<file path="src/rtl/mem_stage_ctrl.sv">
// MEM-stage controller: unpacks the EX/MEM bus, resolves branch/jump redirect,
// runs the req/ready handshake to a variable-latency data memory (stalling the
// pipeline while it waits) and registers the MEM/WB bus toward writeback.
module mem_stage_ctrl #(
   parameter int unsigned TIMEOUT = 16
) (
   input  logic         clk,
   input  logic         clr,
   input  logic [106:0] exmem_in,
   input  logic [31:0]  mem_rdata,
   input  logic         mem_ready,
   output logic         mem_req,
   output logic         mem_we,
   output logic [31:0]  mem_addr,
   output logic [31:0]  mem_wdata,
   output logic         stall,
   output logic         pc_src,
   output logic [31:0]  pc_branch,
   output logic         jump,
   output logic         mem_err,
   output logic [70:0]  memwb_out
);

   localparam int unsigned CntW = (TIMEOUT > 2) ? $clog2(TIMEOUT) : 1;
   localparam logic [CntW-1:0] CntLast = CntW'(TIMEOUT - 1);

   typedef enum logic {StIdle, StWait} state_e;

   state_e            state_q, state_d;
   logic [CntW-1:0]   wait_cnt_q, wait_cnt_d;
   logic              mem_err_q, mem_err_d;
   logic [70:0]       memwb_q, memwb_d;

   // EX/MEM field unpacking
   logic        zero, reg_write, mem_to_reg, mem_write, branch_eq;
   logic [4:0]  write_reg;
   logic [31:0] alu_out, write_data, pc_branch_f;

   assign zero        = exmem_in[0];
   assign reg_write   = exmem_in[1];
   assign mem_to_reg  = exmem_in[2];
   assign mem_write   = exmem_in[3];
   assign branch_eq   = exmem_in[4];
   assign jump        = exmem_in[5];
   assign write_reg   = exmem_in[10:6];
   assign alu_out     = exmem_in[42:11];
   assign write_data  = exmem_in[74:43];
   assign pc_branch_f = exmem_in[106:75];

   logic access, timeout_hit, load_done;
   logic [31:0] rdata;

   assign access      = mem_to_reg | mem_write;
   // Last WAIT cycle: the access is force-completed instead of stalling again
   assign timeout_hit = (state_q == StWait) && (wait_cnt_q == CntLast) && !mem_ready;

   assign mem_req   = (state_q == StWait) ? 1'b1 : access;
   assign mem_we    = mem_write;
   assign mem_addr  = alu_out;
   assign mem_wdata = write_data;
   assign pc_src    = zero & branch_eq;
   assign pc_branch = pc_branch_f;
   assign stall     = mem_req & ~mem_ready & ~timeout_hit;
   assign mem_err   = mem_err_q;
   assign memwb_out = memwb_q;

   // Only a load that actually got mem_ready returns memory data
   assign load_done = mem_req & mem_ready & mem_to_reg & ~mem_write;
   assign rdata     = load_done ? mem_rdata : 32'h0;

   // Handshake FSM, timeout counter, sticky error and MEM/WB next-state
   always_comb begin
      state_d    = state_q;
      wait_cnt_d = wait_cnt_q;
      mem_err_d  = mem_err_q;
      memwb_d    = stall ? 71'b0 : {rdata, alu_out, write_reg, mem_to_reg, reg_write};
      unique case (state_q)
         StIdle: begin
            if (access && !mem_ready) begin
               state_d    = StWait;
               wait_cnt_d = CntW'(1);
            end
         end
         StWait: begin
            if (mem_ready) begin
               state_d    = StIdle;
               wait_cnt_d = '0;
            end else if (timeout_hit) begin
               state_d    = StIdle;
               wait_cnt_d = '0;
               mem_err_d  = 1'b1;
            end else begin
               wait_cnt_d = wait_cnt_q + 1'b1;
            end
         end
      endcase
   end

   // State registers with asynchronous active-low clear
   always_ff @(posedge clk or negedge clr) begin
      if (!clr) begin
         state_q    <= StIdle;
         wait_cnt_q <= '0;
         mem_err_q  <= 1'b0;
         memwb_q    <= 71'b0;
      end else begin
         state_q    <= state_d;
         wait_cnt_q <= wait_cnt_d;
         mem_err_q  <= mem_err_d;
         memwb_q    <= memwb_d;
      end
   end

endmodule

</file>
<file path="config.mk">
export PLATFORM = sky130hd
export DESIGN_NAME = mem_stage_ctrl
export DESIGN_NICKNAME = d
export VERILOG_FILES = /design/src/rtl/mem_stage_ctrl.sv
export SDC_FILE = /design/constraint.sdc
export NUM_CORES = 1
export LEC_CHECK = 0
export ABC_AREA = 1
export CORE_AREA = 2 2 122 124
export DETAILED_ROUTE_END_ITERATION = 10
export DIE_AREA = 0 0 124 126
export PLACE_DENSITY = 0.67
export SKIP_CTS_REPAIR_TIMING = 1
export SLEW_MARGIN = 20
export SYNTH_ARGS = -nofsm -noshare
export SYNTH_HDL_FRONTEND = slang
export SYNTH_SLANG_ARGS = --single-unit
</file>
<file path="constraint.sdc">
create_clock -name clk -period 2.09 [get_ports clk]
set_input_delay 0.5225 -clock clk [delete_from_list [all_inputs] [get_ports clk]]
set_output_delay 0.5225 -clock clk [all_outputs]
set_load 0.01 [all_outputs]
</file>
## Word level (Yosys, flattened, before mapping)

Index checks and enable logic that the tools add are counted.

| storage, ports and cells | value |
|---|---|
| logic and storage cells | 34 |
| bits in registers | 77 |
| output and inout port bits | 173 |
| bits of input ports | 142 |

| operators by class | value |
|---|---|
| equal/unequal tests | 2 |
| reduce and logical (&&, ||, !) cells | 5 |
| add/sub/neg operators | 1 |
| multiplexer cells | 11 |
| bitwise logic cells | 11 |

Operators by type and width:

| cell | count |
|---|---|
| 2-to-1 mux 71 bit | 1 |
| 2-to-1 mux 32 bit | 1 |
| 2-to-1 mux 4 bit | 3 |
| one-hot mux 4 bit (2 select lines) | 1 |
| AND 1 bit | 6 |
| adder 4 x 1 -> 4 bit, second input constant | 1 |
| equality test 4 bit, second input constant | 1 |
| 2-to-1 mux 1 bit | 4 |
| NOT 1 bit | 4 |
| logical AND 1 bit | 3 |
| AND reduction 3 bit | 1 |
| inequality test 2 bit, second input constant | 1 |
| one-hot mux 1 bit (2 select lines) | 1 |
| logical NOT 1 bit | 1 |
| bitwise OR 1 bit | 1 |

## Depth between registers and ports, before layout

Gate-level depths: netlist (run 1).

| logic depth | value |
|---|---|
| word-level depth | 7 |
| gate-level depth with buffers | 6 |
| gate-level depth less buffers | 6 |

## Least setup slack after synthesis (run 1)

OpenSTA, ideal clock, no wires.

| path | value |
|---|---|
| kind | reg2out |
| from | register wait_cnt_q[0] |
| to | output port stall |
| path buffers | 1 |
| arrival time | 1131 ps |
| setup slack | 436 ps |
| data required time | 1567 ps |
| stages on the path, launching flop included | 6 |
| path through | dfrtp_1 ha_1 nand3_2 nand3_2 o21ai_4 buf_6 |

| between the ends | value |
|---|---|
| word-level cells in the longest chain between the ends | 5 |

RTL lines:

| item | line | text |
|---|---|---|
| from (decl) | 30 | `logic [CntW-1:0] wait_cnt_q, wait_cnt_d;` |
| from (signal assigned) | 108 | `wait_cnt_q <= wait_cnt_d;` |
| equality test 4 bit | 55 | `assign timeout_hit = (state_q == StWait) && (wait_cnt_q == CntLast) && !mem_ready;` |
| logical AND 1 bit (2 in a row) | 55 |  |
| NOT 1 bit | 63 | `assign stall = mem_req & ~mem_ready & ~timeout_hit;` |
| AND 1 bit | 63 |  |
| to (decl) | 16 | `output logic stall,` |

No other way between the ends.

## Worst setup path after layout (run 1)

| path | value |
|---|---|
| from | input port exmem_in[31] |
| to | output port mem_addr[20] |

RTL lines:

| item | line | text |
|---|---|---|
| from (decl) | 9 | `input logic [106:0] exmem_in,` |
| to (decl) | 14 | `output logic [31:0] mem_addr,` |

No word-level cell between the ends.

==> results of run 1 <==
[cells in the mapped netlist]
master   count
nor2_1      34
nand3_1      5
nand2_1      7
buf_6        4
o21ai_0      3
nor2_2      35
nand3_2      2
a31oi_1      1
inv_1       79
ha_1         1
nand4_1      1
xnor2_1      1
nor2_4       4
o21ai_2      1
buf_4       98
buf_2        3
o31ai_1      1
o21ai_4      1
dfrtp_1     77
[layout make-up]
class | count | area, sq um | share of cell area [%]
tap | 184 | 230 | 4.29
multi-input combinational | 97 | 544 | 10.1
sequential | 77 | 1930 | 35.9
clock buffer | 11 | 253 | 4.70
timing repair buffer | 206 | 2070 | 38.6
inverter | 79 | 297 | 5.52
clock inverter | 4 | 47.5 | 0.885
[routing by layer]
metal / vias up / track usage [%] / wire length [microns]
met5: - / 0 / 0
met4: 0 / 4.89 / 215
met3: 18 / 7.47 / 1600
met2: 190 / 23.8 / 5470
met1: 1076 / 11.2 / 3050
li1: 1148 / - / -
[registers in the layout, summed over array words and instances (netlist names)]
signal	flops
state_q	1
memwb_out	71
wait_cnt_q	4
mem_err	1
[logic make-up after synthesis]
kind of cell,after synthesis,synth area share [%]
buffers and inverters,184,30.7
DFF,77,54.1
AOI/OAI and AO/OA,7,1.51
adders and majority gates,1,0.351
and+or+nand+nor,88,13.2
xor gates and xnor gates,1,0.246
[where the power goes]
part / total, uW / switching [uW] / internal, uW
sequential: 1640 / 41.7 / 1600
clock: 1530 / 555 / 978
combinational: 785 / 346 / 439
[how the worst max path moves through the flow]
stage / cells after the start / endpoint / slack (ns) / start
4_1_cts: 5 / stall / -0.37 / mem_ready
3_5_place_dp: 5 / stall / -0.37 / mem_ready
6_report: 2 / mem_addr[20] / 0.02 / exmem_in[31]
3_3_place_gp: 5 / stall / -0.38 / mem_ready
2_1_floorplan: 5 / stall / 0.44 / wait_cnt_q[0]
5_1_grt: 2 / mem_addr[30] / 0.0003 / exmem_in[41]
[metrics by stage]
step | total power (uW) | cell area [sq um] | TNS [ns] | utilization [%] | worst slack [ns]
floorplan | 2120 | 3560 | 0 | - | 0.436
global placement | 2460 | 5030 | -4.84 | 35.1 | -0.384
detailed placement | 2480 | 5030 | -4.81 | 35.1 | -0.369
CTS | 4040 | 5330 | -0.791 | 37.2 | -0.371
global route | 4170 | 5370 | 0 | 37.5 | 0.000256
finish | 3960 | 5370 | 0 | 37.5 | 0.0193
==> key figures, run 1 <==
Outcome
  – Status: finished, final reports clean

Finish
  – Ant. Diodes: 0
  – Filler cells: 1417
  – Share of layout cells above drive strength 1: 17.5%
  – Most frequent cells in the layout: clkdlybuf4s50_1, inv_1, dfrtp_1, nor2_2, nor2_1
  – Most common cell after layout, fill and taps aside: clkdlybuf4s50_1
  – Fin cells: roughly 660
  – Final Net Count: 613
  – Area growth from synthesis to layout: 50.8%

STA
  – Count of pins over their slew limit: 0
  – Clock Skew: between 0.005 and 0.006 ns
  – Max-slew headroom: 53.3%
  – Unrepaired setup endpoints after global routing: no
  – Worst-Margin Slew: 0.700 ns
  – Fmax: 0.483 GHz
  – Final min period: 2.07 ns
  – Period utilization: between 90 and 100%
  – # setup viols final: 0
  – Final Hold Fails: 0
  – WHS: around 0.024 ns

Yosys
  – Synth top area cells: dfrtp_1, buf_4, inv_1, nor2_2, nor2_1
  – Synth warn: 0
  – Post-synthesis area per instance: 9.95 sq um
  – Synth Instances: about 360
  – Syn Nets: 501
  – Register area share after synthesis: a little over half
  – Biggest area consumer among synthesized cells: dfrtp_1
  – Synth Register Bits: 77
  – Synth top area share: 54.1%
  – Distinct cells, synth: 19
  – Mapped Area: 3560 sq um

Worst setup path
  – Critical path's top delay family: buffers and inverters
  – Worst path max stage delay: 0.55 ns
  – CP Launch Type: input port
  – Critical path's slowest cell: clkdlybuf4s50_1
  – Worst setup path class: in -> out
  – Buffer and inverter count on the worst path: 2
  – CP most frequent cell: clkdlybuf4s50_1
  – Arrival @ worst endpoint: 1.55 ns
  – CP max FO: 2
  – R2R cell count: 6
  – CP endpoint kind: output port
  – RR Endpoint: memwb_out[10]
  – R2R Path Start: wait_cnt_q[1]
  – Worst R2R Setup Slack: 0.31 ns
  – Cells along the critical path: clkdlybuf4s50_1 -> clkdlybuf4s50_1
  – Required time worst endpoint: between 1.5 and 2 ns

Floorplan
  – Io pins: 315
  – Starting Density: about a quarter
  – Chip height: 126 microns
  – Core Rows: 44
  – Total core area: 14300 sq um
  – Die Width: 124 microns
  – Die area: 15600 sq um

Clocking
  – Clock transition at the registers of the reported paths: 0.05 ns
  – Clock Path Buffers: 2
  – CTS tree: built
  – Num CTS Buffers: 9
  – Clock Tree Root: clkbuf_16
  – Skew-Pair Late Insertion Delay: 0.32 ns
  – CTS H-tree lvls: 3
  – Clock Sinks: 77

Global routing
  – Vias in the first global route: 2561
  – Total gr overflow: 0
  – GRT Total Usage: 12.9%
  – Largest net degree at the start of global routing: 50
  – First-pass GRT wire length: 14600 microns
  – Initial antenna violation count: 0

Placed design
  – Inst Count DP: 643
  – DP HPWL: 8630 microns
  – GPL Wtd Cong: between 0.8 and 0.9
  – Number of port buffers: 184

Detailed routing
  – Post-Route WL: 10300 microns
  – DRC: 0
  – Via count: 2432
  – Number of nets with antenna violations after routing: 0
  – Drt via density: 3.70
  – Starting DRT DRC Count: 50
  – Initial DRT Pass Iterations: 4
  – DR WL/cell: 15.7 microns

Min path
  – HP Class: in -> async

Power
  – Total leakage power: between 0.002 and 0.003 uW
  – Max IR drop VDD: ~0.31 mV
  – Pwr dens: 737 nW/um^2

Job
  – Max_cap viols: 0
Power figures use the tool's default switching activity.
==> inputs of run 2 (changes only) <==
--- a/config.mk
+++ b/config.mk
@@ -7,6 +7,7 @@
 export LEC_CHECK = 0
 export ABC_AREA = 1
 export CORE_AREA = 2 2 122 124
+export CTS_CLUSTER_SIZE = 24
 export DETAILED_ROUTE_END_ITERATION = 10
 export DIE_AREA = 0 0 124 126
 export PLACE_DENSITY = 0.67
==> results of run 2 <==
Final layout, timing and power as in run 1 (identical DEF).
==> inputs of run 3 (changes only) <==
==> constraint.sdc (replaced) <==
create_clock -name clk -period 2 [get_ports clk]
set_input_delay 0.5 -clock clk [delete_from_list [all_inputs] [get_ports clk]]
set_output_delay 0.5 -clock clk [all_outputs]
set_load 0.01 [all_outputs]
==> run 3 against run 2 <==
  * Die area stayed put
  * Final area is 2.2% higher
  * Register-to-register slack worse by 0.09 ns
  * Via count is 0.21% higher
  * Critical path type unchanged
  * First-iteration DRC count is 2.0% higher
  * Global-route usage hardly changed
  * Worst setup slack better by 0.042 ns
  * Sequential share of layout area is 0.76 points lower
  * Critical endpoint is now stall
  * Sequential cell count stayed put
  * Sequential power is 4% higher
==> key figures, run 3 (same netlist as run 1, synthesis figures left out) <==
Clocking
  – Clock Sinks: 77
  – Clock Path Buffers: 2
  – Skew-Pair Late Insertion Delay: 0.33 ns
  – CTS tree: built
  – Num CTS Buffers: 9
  – CTS H-tree lvls: 3
  – Clock transition at the registers of the reported paths: roughly 0.060 ns
  – Clock Tree Root: clkbuf_16

Detailed routing
  – Number of nets with antenna violations after routing: 0
  – Met3 wire len: 1680 microns
  – DRC: 0
  – Highest routed layer: met4
  – Met2 wire len: 5460 microns
  – Post-Route WL: 10400 microns
  – Drt via density: roughly 3.7
  – Initial DRT Pass Iterations: 4
  – Routed length on met1: 3060 microns
  – Starting DRT DRC Count: a little over 50
  – Via count: 2437
  – DR WL/cell: 15.6 microns

Global routing
  – GRT Total Usage: 12.8%
  – Vias in the first global route: 2510
  – Initial antenna violation count: 0
  – Total gr overflow: 0
  – First-pass GRT wire length: 14600 microns
  – Largest net degree at the start of global routing: 40

Power
  – Comb power frac: 19.8%
  – Total leakage power: 0.00296 uW
  – Clock power share: between 40% and 50%
  – Max IR drop VDD: 0.432 mV
  – Pwr dens: 775 nW/um^2
  – Int Pwr: roughly 3200 uW
  – P_sw: 1030 uW
  – Switching Share: 24.1%
  – Flop pwr share: 40.2%

Placed design
  – Post-Place Setup Slack: -0.423 ns
  – Number of port buffers: 184
  – GPL Wtd Cong: 0.832
  – Inst Count DP: around 650
  – DP HPWL: about 8600 microns

STA
  – # setup viols final: 0
  – Fmax: roughly 0.52 GHz
  – Final min period: 1.94 ns
  – Setup WS post-layout: 0.0612 ns
  – Period utilization: 96.9%
  – Clock Skew: 0.0119 ns
  – Count of pins over their slew limit: 0
  – Max-slew headroom: 51.8%
  – Worst-Margin Slew: slightly above 0.7 ns
  – Final Hold Fails: 0
  – Unrepaired setup endpoints after global routing: no

Worst setup path
  – Required time worst endpoint: 1.50 ns
  – CP Launch Type: input port
  – CP max FO: 3
  – Buffer and inverter count on the worst path: 2
  – Worst setup path class: in -> out
  – Worst path max stage delay: 0.52 ns
  – Arrival @ worst endpoint: 1.44 ns
  – Cells along the critical path: clkdlybuf4s50_1 -> o21ai_2 -> o21ai_4 -> buf_6
  – Critical path's slowest cell: clkdlybuf4s50_1
  – Critical path's top delay family: buffers and inverters
  – CP endpoint kind: output port

Job
  – Max_cap viols: 0

Finish
  – Share of layout cells above drive strength 1: between 10% and 20%
  – Ant. Diodes: 0
  – Final Net Count: 621
  – Multi-input gate area: 544 sq um
  – Max reg flops: 71
  – Area growth from synthesis to layout: 54.0%
  – Most common cell after layout, fill and taps aside: clkdlybuf4s50_1
  – Fin cells: 666
  – Seq. cell area: 1930 sq um
  – Filler cells: 1395
  – Most frequent cells in the layout: clkdlybuf4s50_1, inv_1, dfrtp_1, nor2_2, dlymetal6s2s_1

Floorplan
  – Core Rows: 44
  – Die area: 15600 sq um
  – Chip height: 126 microns
  – Die Width: 124 microns
  – Starting Density: 24.9%
  – Io pins: 315
  – Total core area: 14300 sq um

Min path
  – HP Class: in -> async

Outcome
  – Status: finished, final reports clean
-- run 3: cell types whose count changed in the layout (fill, tap and decap cells not counted), sizes merged --
cell,change
dlymetal6s2s,+15
buf,+9
clkinvlp,-1
clkinv,+1
bufinv,+1
inv,+1
clkbuf,-3
clkdlybuf4s50,-15
-- run 3: power by group through the flow --
stage	logic [uW]	registers, uW	clock network (uW)
after floorplan	417	1800	0
after detailed placement	864	1740	0
after CTS	870	1710	1760
after global placement	849	1740	0
after global routing	914	1720	1840
final	842	1710	1700
-- run 3: cell type report --
type / instances / area share, %
Clock inverter: 6 / 1.60
Multi-Input combinational cell: 97 / 9.92
Tap cell: 184 / 4.19
Clock buffer: 9 / 4.10
Inverter: 79 / 5.40
Timing Repair Buffer: 214 / 39.7
Sequential cell: 77 / 35.1
-- run 3: metrics by stage --
| stage | cell area, sq um | power, uW | hold WS [ns] | TNS, ns | util, % |
|---|---|---|---|---|---|
| after detailed placement | 5090 | 2610 | 0.447 | -9.25 | 35.5 |
| final | 5490 | 4250 | 0.0954 | 0 | 38.3 |
| after global routing | 5490 | 4470 | 0.109 | 0 | 38.3 |
| after global placement | 5090 | 2580 | 0.447 | -8.47 | 35.5 |
| after CTS | 5400 | 4340 | 0.0911 | -1.80 | 37.7 |
| after floorplan | 3560 | 2210 | 0.204 | 0 | - |
-- run 3: worst register-to-register path, cell delays in order, from the launching register on --
cell and delay (ns):
dfrtp_1 0.39, ha_1 0.24, nand3_2 0.10, nand3_2 0.10, o21ai_4 0.10, buf_4 0.62
nor2_2 0.07
-- run 3: final timing paths --
check | from | endpoint | slack (ns) | cells past startpoint
worst max register to register | wait_cnt_q[0] | memwb_out[9] | 0.22 | 6
max in group asynchronous | clr | memwb_out[28] | 1.35 | 2
min in group clk | mem_err | mem_err | 0.47 | 2
worst max-delay path | exmem_in[3] | stall | 0.06 | 4
worst min-delay path | clr | memwb_out[70] | 0.1 | 1
worst min register to register | mem_err | mem_err | 0.47 | 2
-- run 3: routing by layer --
metal / vias to the layer above / global-route usage [%]
met5: - / 0
met4: 0 / 4.30
met3: 13 / 8.11
met2: 179 / 23.7
met1: 1078 / 11.0
li1: 1167 / -
